[src/rtl/fifo_window_ctrl_pkg.sv]
// Shared types and constants for the sliding-window FIFO sequencer.
package fifo_ctrl_pkg;

    typedef enum logic [1:0] {
        StIdle = 2'd0,
        StRun  = 2'd1,
        StDone = 2'd2
    } state_e;

    localparam int unsigned IFM_SIZE_DEF    = 9;
    localparam int unsigned KERNAL_SIZE_DEF = 5;
    localparam int unsigned STRIDE_DEF      = 1;

    function automatic int unsigned clog2(input int unsigned value);
        int unsigned res;
        res = 0;
        while ((64'd1 << res) < 64'(value)) res++;
        return res;
    endfunction

    function automatic int unsigned ofm_size(input int unsigned ifm, input int unsigned k,
                                             input int unsigned s);
        return (ifm - k) / s + 1;
    endfunction

    localparam int unsigned OFM_SIZE = ofm_size(IFM_SIZE_DEF, KERNAL_SIZE_DEF, STRIDE_DEF);

endpackage

[src/rtl/fifo_window_ctrl_if.sv]
// Pixel-in / window-out handshake bundle of the window sequencer.
// FIFO_WINDOW_CTRL_BACKPRESSURE_EN adds the out_ready consumer handshake.
interface fifo_window_ctrl_if #(
    parameter int unsigned CNT_WIDTH = 8
);
    logic                 start;
    logic                 in_valid;
    logic                 in_ready;
    logic                 fifo_enable;
    logic                 window_valid;
    logic [CNT_WIDTH-1:0] ofm_row;
    logic [CNT_WIDTH-1:0] ofm_col;
    logic                 busy;
    logic                 frame_done;
`ifdef FIFO_WINDOW_CTRL_BACKPRESSURE_EN
    logic                 out_ready;
`endif

    modport master (
`ifdef FIFO_WINDOW_CTRL_BACKPRESSURE_EN
        input  out_ready,
`endif
        input  start, in_valid,
        output in_ready, fifo_enable, window_valid, ofm_row, ofm_col, busy, frame_done
    );

    modport slave (
`ifdef FIFO_WINDOW_CTRL_BACKPRESSURE_EN
        output out_ready,
`endif
        output start, in_valid,
        input  in_ready, fifo_enable, window_valid, ofm_row, ofm_col, busy, frame_done
    );

endinterface

[src/rtl/fifo_window_ctrl_win_pos_counter.sv]
// Raster pixel row/col counter with stride phase tracking; flags an in-bounds, aligned window.
module win_pos_counter
    import fifo_ctrl_pkg::*;
#(
    parameter int unsigned IFM_SIZE    = IFM_SIZE_DEF,
    parameter int unsigned KERNAL_SIZE = KERNAL_SIZE_DEF,
    parameter int unsigned STRIDE      = STRIDE_DEF,
    parameter int unsigned CNT_WIDTH   = 8
) (
    input  logic clk,
    input  logic reset,
    input  logic clear_i,
    input  logic accept_i,
    output logic hit_o,
    output logic last_o,
    output logic row_end_o
);
    localparam int unsigned PhW = clog2(STRIDE + 1);

    logic [CNT_WIDTH-1:0] col_q, col_d, row_q, row_d;
    logic [PhW-1:0]       col_ph_q, col_ph_d, row_ph_q, row_ph_d;

    // Phase is 0 at the first full-window coordinate and every STRIDE after it.
    function automatic logic [PhW-1:0] ph_next(input logic [PhW-1:0] ph,
                                               input logic [CNT_WIDTH-1:0] coord);
        if (coord == CNT_WIDTH'(KERNAL_SIZE - 1)) return '0;
        if (ph == PhW'(STRIDE - 1)) return '0;
        return ph + 1'b1;
    endfunction

    assign row_end_o = (col_q == CNT_WIDTH'(IFM_SIZE - 1));
    assign last_o    = row_end_o & (row_q == CNT_WIDTH'(IFM_SIZE - 1));
    assign hit_o     = (row_q >= CNT_WIDTH'(KERNAL_SIZE - 1)) &
                       (col_q >= CNT_WIDTH'(KERNAL_SIZE - 1)) &
                       (row_ph_q == '0) & (col_ph_q == '0);

    always_comb begin
        col_d    = col_q;
        row_d    = row_q;
        col_ph_d = col_ph_q;
        row_ph_d = row_ph_q;
        if (clear_i) begin
            col_d    = '0;
            row_d    = '0;
            col_ph_d = '0;
            row_ph_d = '0;
        end else if (accept_i) begin
            if (row_end_o) begin
                col_d    = '0;
                col_ph_d = '0;
                row_d    = row_q + 1'b1;
                row_ph_d = ph_next(row_ph_q, row_q + 1'b1);
            end else begin
                col_d    = col_q + 1'b1;
                col_ph_d = ph_next(col_ph_q, col_q + 1'b1);
            end
        end
    end

    always_ff @(posedge clk or posedge reset) begin
        if (reset) begin
            col_q    <= '0;
            row_q    <= '0;
            col_ph_q <= '0;
            row_ph_q <= '0;
        end else begin
            col_q    <= col_d;
            row_q    <= row_d;
            col_ph_q <= col_ph_d;
            row_ph_q <= row_ph_d;
        end
    end

endmodule

[src/rtl/fifo_window_ctrl.sv]
// Sequencer for the sliding-window FIFO: accepts raster pixels, drives fifo_enable, flags windows.
// FIFO_WINDOW_CTRL_BACKPRESSURE_EN holds each window until out_ready and stalls the stream.
module fifo_window_ctrl
    import fifo_ctrl_pkg::*;
#(
    parameter int unsigned IFM_SIZE    = IFM_SIZE_DEF,
    parameter int unsigned KERNAL_SIZE = KERNAL_SIZE_DEF,
    parameter int unsigned STRIDE      = STRIDE_DEF,
    parameter int unsigned CNT_WIDTH   = 8
) (
    input logic                clk,
    input logic                reset,
    fifo_window_ctrl_if.master bus
);
    if (CNT_WIDTH < clog2(IFM_SIZE + 1)) begin : g_bad_cnt_width
        $error("CNT_WIDTH too narrow for IFM_SIZE");
    end

    state_e               state_q, state_d;
    logic                 in_ready, accept, start_frame, hit, last, row_end;
    logic                 wv_q, wv_d, fd_q, fd_d;
    logic [CNT_WIDTH-1:0] ofm_row_q, ofm_row_d, ofm_col_q, ofm_col_d;
    logic [CNT_WIDTH-1:0] win_row_q, win_row_d, win_col_q, win_col_d;

`ifdef FIFO_WINDOW_CTRL_BACKPRESSURE_EN
    logic last_q, last_d, hold;
    assign hold     = wv_q & ~bus.out_ready;
    // last_q: final pixel taken, waiting only for its window to drain.
    assign in_ready = (state_q == StRun) & ~hold & ~last_q;
`else
    assign in_ready = (state_q == StRun);
`endif

    assign start_frame = (state_q == StIdle) & bus.start;
    assign accept      = bus.in_valid & in_ready;

    win_pos_counter #(
        .IFM_SIZE   (IFM_SIZE),
        .KERNAL_SIZE(KERNAL_SIZE),
        .STRIDE     (STRIDE),
        .CNT_WIDTH  (CNT_WIDTH)
    ) u_pos (
        .clk      (clk),
        .reset    (reset),
        .clear_i  (start_frame),
        .accept_i (accept),
        .hit_o    (hit),
        .last_o   (last),
        .row_end_o(row_end)
    );

    always_comb begin
        state_d = state_q;
        unique case (state_q)
            StIdle: if (bus.start) state_d = StRun;
`ifdef FIFO_WINDOW_CTRL_BACKPRESSURE_EN
            StRun:  if ((accept & last & ~hit) | (last_q & wv_q & bus.out_ready)) state_d = StDone;
`else
            StRun:  if (accept & last) state_d = StDone;
`endif
            StDone: state_d = StIdle;
            default: state_d = StIdle;
        endcase
    end

    always_comb begin
        wv_d      = accept & hit;
        ofm_row_d = ofm_row_q;
        ofm_col_d = ofm_col_q;
        win_row_d = win_row_q;
        win_col_d = win_col_q;
        if (accept & hit) begin
            ofm_row_d = win_row_q;
            ofm_col_d = win_col_q;
            win_col_d = win_col_q + 1'b1;
        end
        if (start_frame) begin
            win_row_d = '0;
            win_col_d = '0;
        end else if (accept & row_end) begin
            win_col_d = '0;
            // Only pixel rows that produced windows advance the output row.
            if (hit || win_col_q != '0) win_row_d = win_row_q + 1'b1;
        end
`ifdef FIFO_WINDOW_CTRL_BACKPRESSURE_EN
        if (hold) wv_d = 1'b1;
        last_d = last_q;
        if (start_frame || state_q == StDone) last_d = 1'b0;
        else if (accept & last & hit) last_d = 1'b1;
`endif
        fd_d = (state_d == StDone);
    end

    always_ff @(posedge clk or posedge reset) begin
        if (reset) begin
            state_q   <= StIdle;
            wv_q      <= 1'b0;
            fd_q      <= 1'b0;
            ofm_row_q <= '0;
            ofm_col_q <= '0;
            win_row_q <= '0;
            win_col_q <= '0;
`ifdef FIFO_WINDOW_CTRL_BACKPRESSURE_EN
            last_q    <= 1'b0;
`endif
        end else begin
            state_q   <= state_d;
            wv_q      <= wv_d;
            fd_q      <= fd_d;
            ofm_row_q <= ofm_row_d;
            ofm_col_q <= ofm_col_d;
            win_row_q <= win_row_d;
            win_col_q <= win_col_d;
`ifdef FIFO_WINDOW_CTRL_BACKPRESSURE_EN
            last_q    <= last_d;
`endif
        end
    end

    assign bus.in_ready     = in_ready;
    assign bus.fifo_enable  = accept;
    assign bus.window_valid = wv_q;
    assign bus.ofm_row      = ofm_row_q;
    assign bus.ofm_col      = ofm_col_q;
    assign bus.busy         = (state_q != StIdle);
    assign bus.frame_done   = fd_q;

endmodule

[src/flat_wrapper.sv]
// flat-port wrapper written by rule: the top's interface ports become plain ports
module fifo_window_ctrl_flat import fifo_ctrl_pkg::*;
#(
    parameter int unsigned IFM_SIZE    = IFM_SIZE_DEF,
    parameter int unsigned KERNAL_SIZE = KERNAL_SIZE_DEF,
    parameter int unsigned STRIDE      = STRIDE_DEF,
    parameter int unsigned CNT_WIDTH   = 8
)
  (clk, reset, bus_start, bus_in_valid, bus_in_ready, bus_fifo_enable, bus_window_valid, bus_ofm_row, bus_ofm_col, bus_busy, bus_frame_done);
  fifo_window_ctrl_if #(.CNT_WIDTH(CNT_WIDTH)) bus_i ();
  input logic clk;
  input logic reset;
  input wire logic [$bits(bus_i.start)-1:0] bus_start;
  input wire logic [$bits(bus_i.in_valid)-1:0] bus_in_valid;
  output wire logic [$bits(bus_i.in_ready)-1:0] bus_in_ready;
  output wire logic [$bits(bus_i.fifo_enable)-1:0] bus_fifo_enable;
  output wire logic [$bits(bus_i.window_valid)-1:0] bus_window_valid;
  output wire logic [$bits(bus_i.ofm_row)-1:0] bus_ofm_row;
  output wire logic [$bits(bus_i.ofm_col)-1:0] bus_ofm_col;
  output wire logic [$bits(bus_i.busy)-1:0] bus_busy;
  output wire logic [$bits(bus_i.frame_done)-1:0] bus_frame_done;
  assign bus_i.start = bus_start;
  assign bus_i.in_valid = bus_in_valid;
  assign bus_in_ready = bus_i.in_ready;
  assign bus_fifo_enable = bus_i.fifo_enable;
  assign bus_window_valid = bus_i.window_valid;
  assign bus_ofm_row = bus_i.ofm_row;
  assign bus_ofm_col = bus_i.ofm_col;
  assign bus_busy = bus_i.busy;
  assign bus_frame_done = bus_i.frame_done;
  fifo_window_ctrl #(.IFM_SIZE(IFM_SIZE), .KERNAL_SIZE(KERNAL_SIZE), .STRIDE(STRIDE), .CNT_WIDTH(CNT_WIDTH)) u_core (.clk(clk), .reset(reset), .bus(bus_i));
endmodule
[config.mk]
export PLATFORM = sky130hd
export DESIGN_NAME = fifo_window_ctrl_flat
export DESIGN_NICKNAME = d
export VERILOG_FILES = /design/src/rtl/fifo_window_ctrl_pkg.sv /design/src/rtl/fifo_window_ctrl_if.sv /design/src/rtl/fifo_window_ctrl_win_pos_counter.sv /design/src/rtl/fifo_window_ctrl.sv /design/src/flat_wrapper.sv
export SDC_FILE = /design/constraint.sdc
export NUM_CORES = 1
export LEC_CHECK = 0
export CORE_MARGIN = 5
export CORE_UTILIZATION = 28
export DETAILED_ROUTE_END_ITERATION = 10
export GPL_ROUTABILITY_DRIVEN = 0
export PLACE_DENSITY = 0.51
export SYNTH_ARGS = -nofsm -noshare
export SYNTH_HDL_FRONTEND = slang
export SYNTH_SLANG_ARGS = --single-unit
[constraint.sdc]
create_clock -name clk -period 2.42 [get_ports clk]
set_clock_uncertainty 0.2 [all_clocks]
set_input_delay 0.363 -clock clk [delete_from_list [all_inputs] [get_ports clk]]
set_output_delay 0.363 -clock clk [all_outputs]
set_load 0.01 [all_outputs]
==> results.cfg, run 1 <==
[status]
status = finished clean

[final_layout]
n_antenna_cell = 0
area_growth_pct = 26.8
drive_gt1_share_pct = 19.1
fin_area_um2 = 3110
layout.nets = 287
stdcell_count = 385
nFillCells = 899

[sta]
holdWs_ns = 0.194
max_freq_mhz = 438
grt_setup_unrepaired = no
maxSlewHeadroom_pct = 66.4
setup_viol = 0
slew_violations = 0
finalCriticalPeriod_ns = 2.28
worst_pin_slew_ns = 0.503
period_share_pct = 94.3
final.setup.tns_ns = 0
final-hold-violation-count = 0

[placement]
dp_hpwl_mm = 3.79
placed_cells = 375
io_buffers = 24
place_area_um2 = 2980

[power_and_ir_drop]
total_power_w = 0.00238
ir_drop_mv = 0.258
internal_power_w = 0.00162
powerDensity_nw_per_um2 = 767
power.leakage_nw = 1.46
p_clk_share_pct = 24.9
p_comb_share_pct = 26.7
power.switching_w = 0.000762
p_sw_share_pct = 32.0
seq_power_share_pct = 48.4

[clock_tree]
htreeDepth = 2
cts_root_buf = clkbuf_8
clk_pin_slew_ns = 0.10
clock_sinks = 52
tritoncts = yes
cts_buffers = 5
insertion_delay_ns = 0.30
clockBufferDepth = 2

[die]
fp.dieH_um = 104
die_area_um2 = 10700
die_x_um = 104
row_count = 34
initial_core_util_pct = 28.4
ios = 25
coreArea_um2 = 8640

[setup_path]
end_kind = register
start_kind = register
worstPathRequired_ns = 2.45
arrival_ns = 2.32
critPathKind = register to register
worstPathMaxFanout = 4

[routing]
via_per_inst = 4.70
ant_nets = 0
dr_total_vias = 1811
routed_wl_mm = 5.20
drc = 0
wl_per_cell_um = 13.5
firstDrtPassIters = 4
drt_iter0_markers = 50

[synthesis]
syn-num-nets = 241
synth_cells = 230
ys_top_cells_by_count = dfrtp_1 (52), nor2_1 (25), nand2_1 (23)
yosysMostFrequentCell = dfrtp_1
ys_types = 37
synth_area_um2 = 2450
synth_area_leaders = dfrtp_1 (53%), mux2_2 (6.4%), xor2_1 (4.6%)
avgSynthCellArea_um2 = 10.7
yosys.area.top_type_share_pct = 53.1
synth_edf_count = 0
synth_ff_type = dfrtp_1
yosysSeqAreaShare_pct = 53.1
synthArstFlopShare_pct = 100
ys_ff_latch = 52
yosysTopAreaCell = dfrtp_1
ys_warn_count = 0

[global_routing]
grt_max_degree = 22
grt_pass1_vias = 1861
antenna_found_initial = 0
gr-usage-all-layers_pct = 10.2
grt_overflow = 0
grt_pass1_wl_mm = 9.16

[run]
cap_violations = 0

[hold_path]
hp-class = input pin to asynchronous set/reset pin
## routing by layer
| metal | vias up | wire, um | GRT usage (%) |
|---|---|---|---|
| met2 | 25 | 2600 | 16.6 |
| li1 | 882 | - | - |
| met3 | 2 | 146 | 2.67 |
| met4 | 0 | 30 | 3.37 |
| met1 | 902 | 2420 | 13.2 |
| met5 | - | 0 | 0 |
## state kept, by name, summed over array words and instances, names as in the netlist
register and count:
u_core.win_col_q 8, u_core.bus.frame_done 1, u_core.u_pos.col_q 8, u_core.bus.window_valid 1, u_core.win_row_q 8, u_core.bus.ofm_col 8, u_core.bus.ofm_row 8, u_core.state_q 2
u_core.u_pos.row_q 8
## through the flow
stage | util [%] | worst slack, ns
after floorplan | - | 0.0362
after global placement | 34.5 | -0.0486
after detailed placement | 34.5 | -0.139
after CTS | 35.7 | 0.0120
after global routing | 36.0 | 0.00462
final | 36.0 | 0.137
## cells by family after synthesis
| family | synth area share [%] |
|---|---|
| buf+inv | 2.76 |
| simple gates | 19.4 |
| xor+xnor | 7.15 |
| compound gates | 6.74 |
| fa+ha+maj | 3.57 |
| mux | 7.25 |
| flops | 53.1 |
## worst max-delay path, cell delays in order (launching register included)
cell       delay (ns)
dfrtp_1          0.39
or4_4            0.57
o41ai_4          0.32
o2111ai_2        0.22
or3_1            0.38
a21oi_1          0.14
## cell usage in the layout, fill, tap and decap left out, types with 3 or more instances in the layout
cell / instances
nand3_1: 9
or3_1: 3
buf_4: 20
nor2_1: 25
nand4_1: 9
clkbuf_8: 5
nor3_1: 3
dfrtp_1: 51
ha_1: 7
nor4_1: 4
nand2_1: 23
xnor2_1: 7
clkdlybuf4s50_1: 23
mux2_2: 14
a21oi_1: 7
inv_1: 10
and3_1: 3
xor2_1: 13
o21ai_0: 8
## power groups by stage
| stage | sequential [W] | combinational [W] | clock, W |
|---|---|---|---|
| 2_1_floorplan | 0.00114 | 0.000397 | 0 |
| 6_report | 0.00115 | 0.000637 | 0.000594 |
| 3_5_place_dp | 0.00117 | 0.000633 | 0 |
| 5_1_grt | 0.00118 | 0.000722 | 0.000649 |
| 4_1_cts | 0.00116 | 0.000635 | 0.000620 |
| 3_3_place_gp | 0.00116 | 0.000624 | 0 |
## cell type report
class / count / area (um2) / share of cell area (%)
sequential: 52 / 1300 / 41.9
multi-input combinational: 160 / 1090 / 35.0
timing repair buffer: 46 / 433 / 13.9
tap: 108 / 135 / 4.35
clock buffer: 6 / 72.6 / 2.33
inverter: 11 / 41.3 / 1.33
clock inverter: 2 / 35.0 / 1.13
## timing repair
item | in CTS | in global routing
hold buffers | 0 | 0
gates resized for setup | 0 | 3
buffers inserted | 0 | 2
setup endpoints to repair | 0 | 17
## path summary, 6_finish.rpt
path                       cells after the start               endpoint                   from  slack, ns
max                                            5    u_core.win_row_q[7]  u_core.u_pos.col_q[4]       0.14
min reg2reg                                    2  u_core.bus.ofm_col[1]  u_core.bus.ofm_col[1]       0.30
min in group clk                               2  u_core.bus.ofm_col[1]  u_core.bus.ofm_col[1]       0.30
max in group asynchronous                      3  u_core.u_pos.col_q[6]                  reset       1.22
max reg2reg                                    5    u_core.win_row_q[7]  u_core.u_pos.col_q[4]       0.14
min                                            2  u_core.u_pos.row_q[0]                  reset       0.19
Power figures use the tool's default switching activity.
==> inputs of run 2 (changes only) <==
--- a/config.mk
+++ b/config.mk
@@ -6,10 +6,10 @@
 export NUM_CORES = 1
 export LEC_CHECK = 0
 export CORE_MARGIN = 5
-export CORE_UTILIZATION = 28
+export CORE_UTILIZATION = 51
 export DETAILED_ROUTE_END_ITERATION = 10
 export GPL_ROUTABILITY_DRIVEN = 0
-export PLACE_DENSITY = 0.51
+export PLACE_DENSITY = 0.8
 export SYNTH_ARGS = -nofsm -noshare
 export SYNTH_HDL_FRONTEND = slang
 export SYNTH_SLANG_ARGS = --single-unit
==> constraint.sdc (replaced) <==
create_clock -name clk -period 2.42 [get_ports clk]
set_clock_uncertainty 0.2 [all_clocks]
set_input_delay 0.363 -clock clk [delete_from_list [all_inputs] [get_ports clk]]
set_output_delay 0.363 -clock clk [all_outputs]
set_load 0.1 [all_outputs]
==> run 2 against run 1 <==
Combinational power rose by 39%. Largest power group unchanged. Hold slack improved by 0.015 ns. Core utilization rose by 27 points. Global-route usage rose by 6.1 points. Critical endpoint unchanged. Highest routed layer unchanged. Count of clock-buffer cells in the layout did not move. Clock power fell by 16%. Critical path type unchanged. Sequential share of layout area rose by 2.2 points.
==> results.cfg, run 2 (synthesized netlist as in run 1, its figures left out) <==
[status]
status = finished clean

[sta]
slew_violations = 0
worst_pin_slew_ns = 0.529
holdWs_ns = 0.209
setup_ws_ns = 0.0944
max_freq_mhz = 430
final-hold-violation-count = 0
finalCriticalPeriod_ns = 2.33
setup_viol = 0
period_share_pct = 96.1
maxSlewHeadroom_pct = 64.8
final.setup.tns_ns = 0

[setup_path]
worstRegToRegCells = 5
start_kind = register
arrival_ns = 2.35
critPathKind = register to register
worstReg2RegStart = u_core.u_pos.col_q[5]
worstPathMaxFanout = 4
r2r_end = u_core.win_row_q[7]
end_kind = register
ff2ff_setup_slack_ns = 0.09
worstPathRequired_ns = 2.45

[final_layout]
layout.nets = 282
multiInputGateArea_um2 = 1090
seq_area_um2 = 1300
drive_gt1_share_pct = 26.1
layout_commonest_cell = dfrtp_1
area_growth_pct = 20.4
nFillCells = 405
n_antenna_cell = 0
final_cell_mix = dfrtp_1 (52), buf_4 (35), nor2_1 (25)

[routing]
firstDrtPassIters = 4
via_per_inst = 5.44
drc = 0
drt_iter0_markers = 131
routed_wl_mm = 4.57
ant_nets = 0
wl_per_cell_um = 14.0
dr_total_vias = 1772

[clock_tree]
tritoncts = yes
hold_buffers = 0
clockBufferDepth = 2
insertion_delay_ns = 0.30
clock_sinks = 52
post_cts_resized = 0
clk_pin_slew_ns = 0.09
cts_root_buf = clkbuf_8
htreeDepth = 2
cts_buffers = 5
post_cts_buffers = 0

[die]
row_count = 25
fp.dieH_um = 79.3
ios = 25
die_area_um2 = 6290
coreArea_um2 = 4690
initial_core_util_pct = 52.2
die_x_um = 79.3

[power_and_ir_drop]
powerDensity_nw_per_um2 = 855
ir_drop_mv = 0.565
power.leakage_nw = 1.46

[global_routing]
antenna_found_initial = 0
grt_pass1_vias = 1773
grt_pass1_wl_mm = 8.03
grt_max_degree = 53
gr-usage-all-layers_pct = 16.3
grt_overflow = 0

[run]
cap_violations = 0

[placement]
dp_hpwl_mm = 3.35
io_buffers = 24
pre_cts_ws_ns = -0.0859

[hold_path]
hp-class = input pin to asynchronous set/reset pin
[run 2: cell count changes in the layout (fill, tap and decap cells not counted), sizes merged]
cell           before  now
bufinv              1    0
buf                22   38
dlymetal6s2s        1    0
clkinvlp            0    1
clkdlybuf4s50      23    3
inv                11   10
clkinv              1    2
[run 2: layout make-up]
type | instances | area share, %
Sequential cell | 52 | 44.1
Clock inverter | 2 | 0.339
Inverter | 11 | 1.53
Timing Repair Buffer | 41 | 12.0
Multi-Input combinational cell | 160 | 37.0
Clock buffer | 6 | 2.80
Tap cell | 54 | 2.29
[run 2: how the worst max path moves through the flow]
stage / end / startpoint
2_1_floorplan: u_core.bus.ofm_col[2] / u_core.state_q[0]
3_3_place_gp: u_core.win_row_q[6] / bus_start
3_5_place_dp: u_core.win_row_q[6] / bus_start
4_1_cts: u_core.win_row_q[6] / u_core.u_pos.col_q[5]
5_1_grt: u_core.win_row_q[6] / u_core.u_pos.col_q[5]
6_report: u_core.win_row_q[7] / u_core.u_pos.col_q[5]
[run 2: power by group]
| group | switching, W | internal [W] | leakage [nW] |
|---|---|---|---|
| combinational | 0.000586 | 0.000297 | 0.703 |
| clock | 0.000270 | 0.000229 | 0.0510 |
| sequential | 0.000140 | 0.00100 | 0.703 |
[run 2: metal layers]
metal	track usage [%]	vias up	wire (um)
met5	0	-	0
met4	6.01	0	63
met3	3.51	7	124
met2	26.7	28	2280
met1	21.2	858	2100
li1	-	879	-
[run 2: critical path, cell delays in order (launching register included)]
cell and delay (ns):
dfrtp_1 0.44, or4_4 0.57, o41ai_4 0.31, o2111ai_2 0.21, or3_1 0.39, a21oi_1 0.15
[run 2: per-stage QoR]
stage                     total power [W]  utilization, %  instances  cell area, um2
after global routing              0.00269            62.9        326            2950
final                             0.00252            62.9        326            2950
after floorplan                   0.00179               -        230            2460
after global placement            0.00201            60.7        318            2850
after detailed placement          0.00204            60.7        318            2850
after CTS                         0.00254            62.7        326            2940
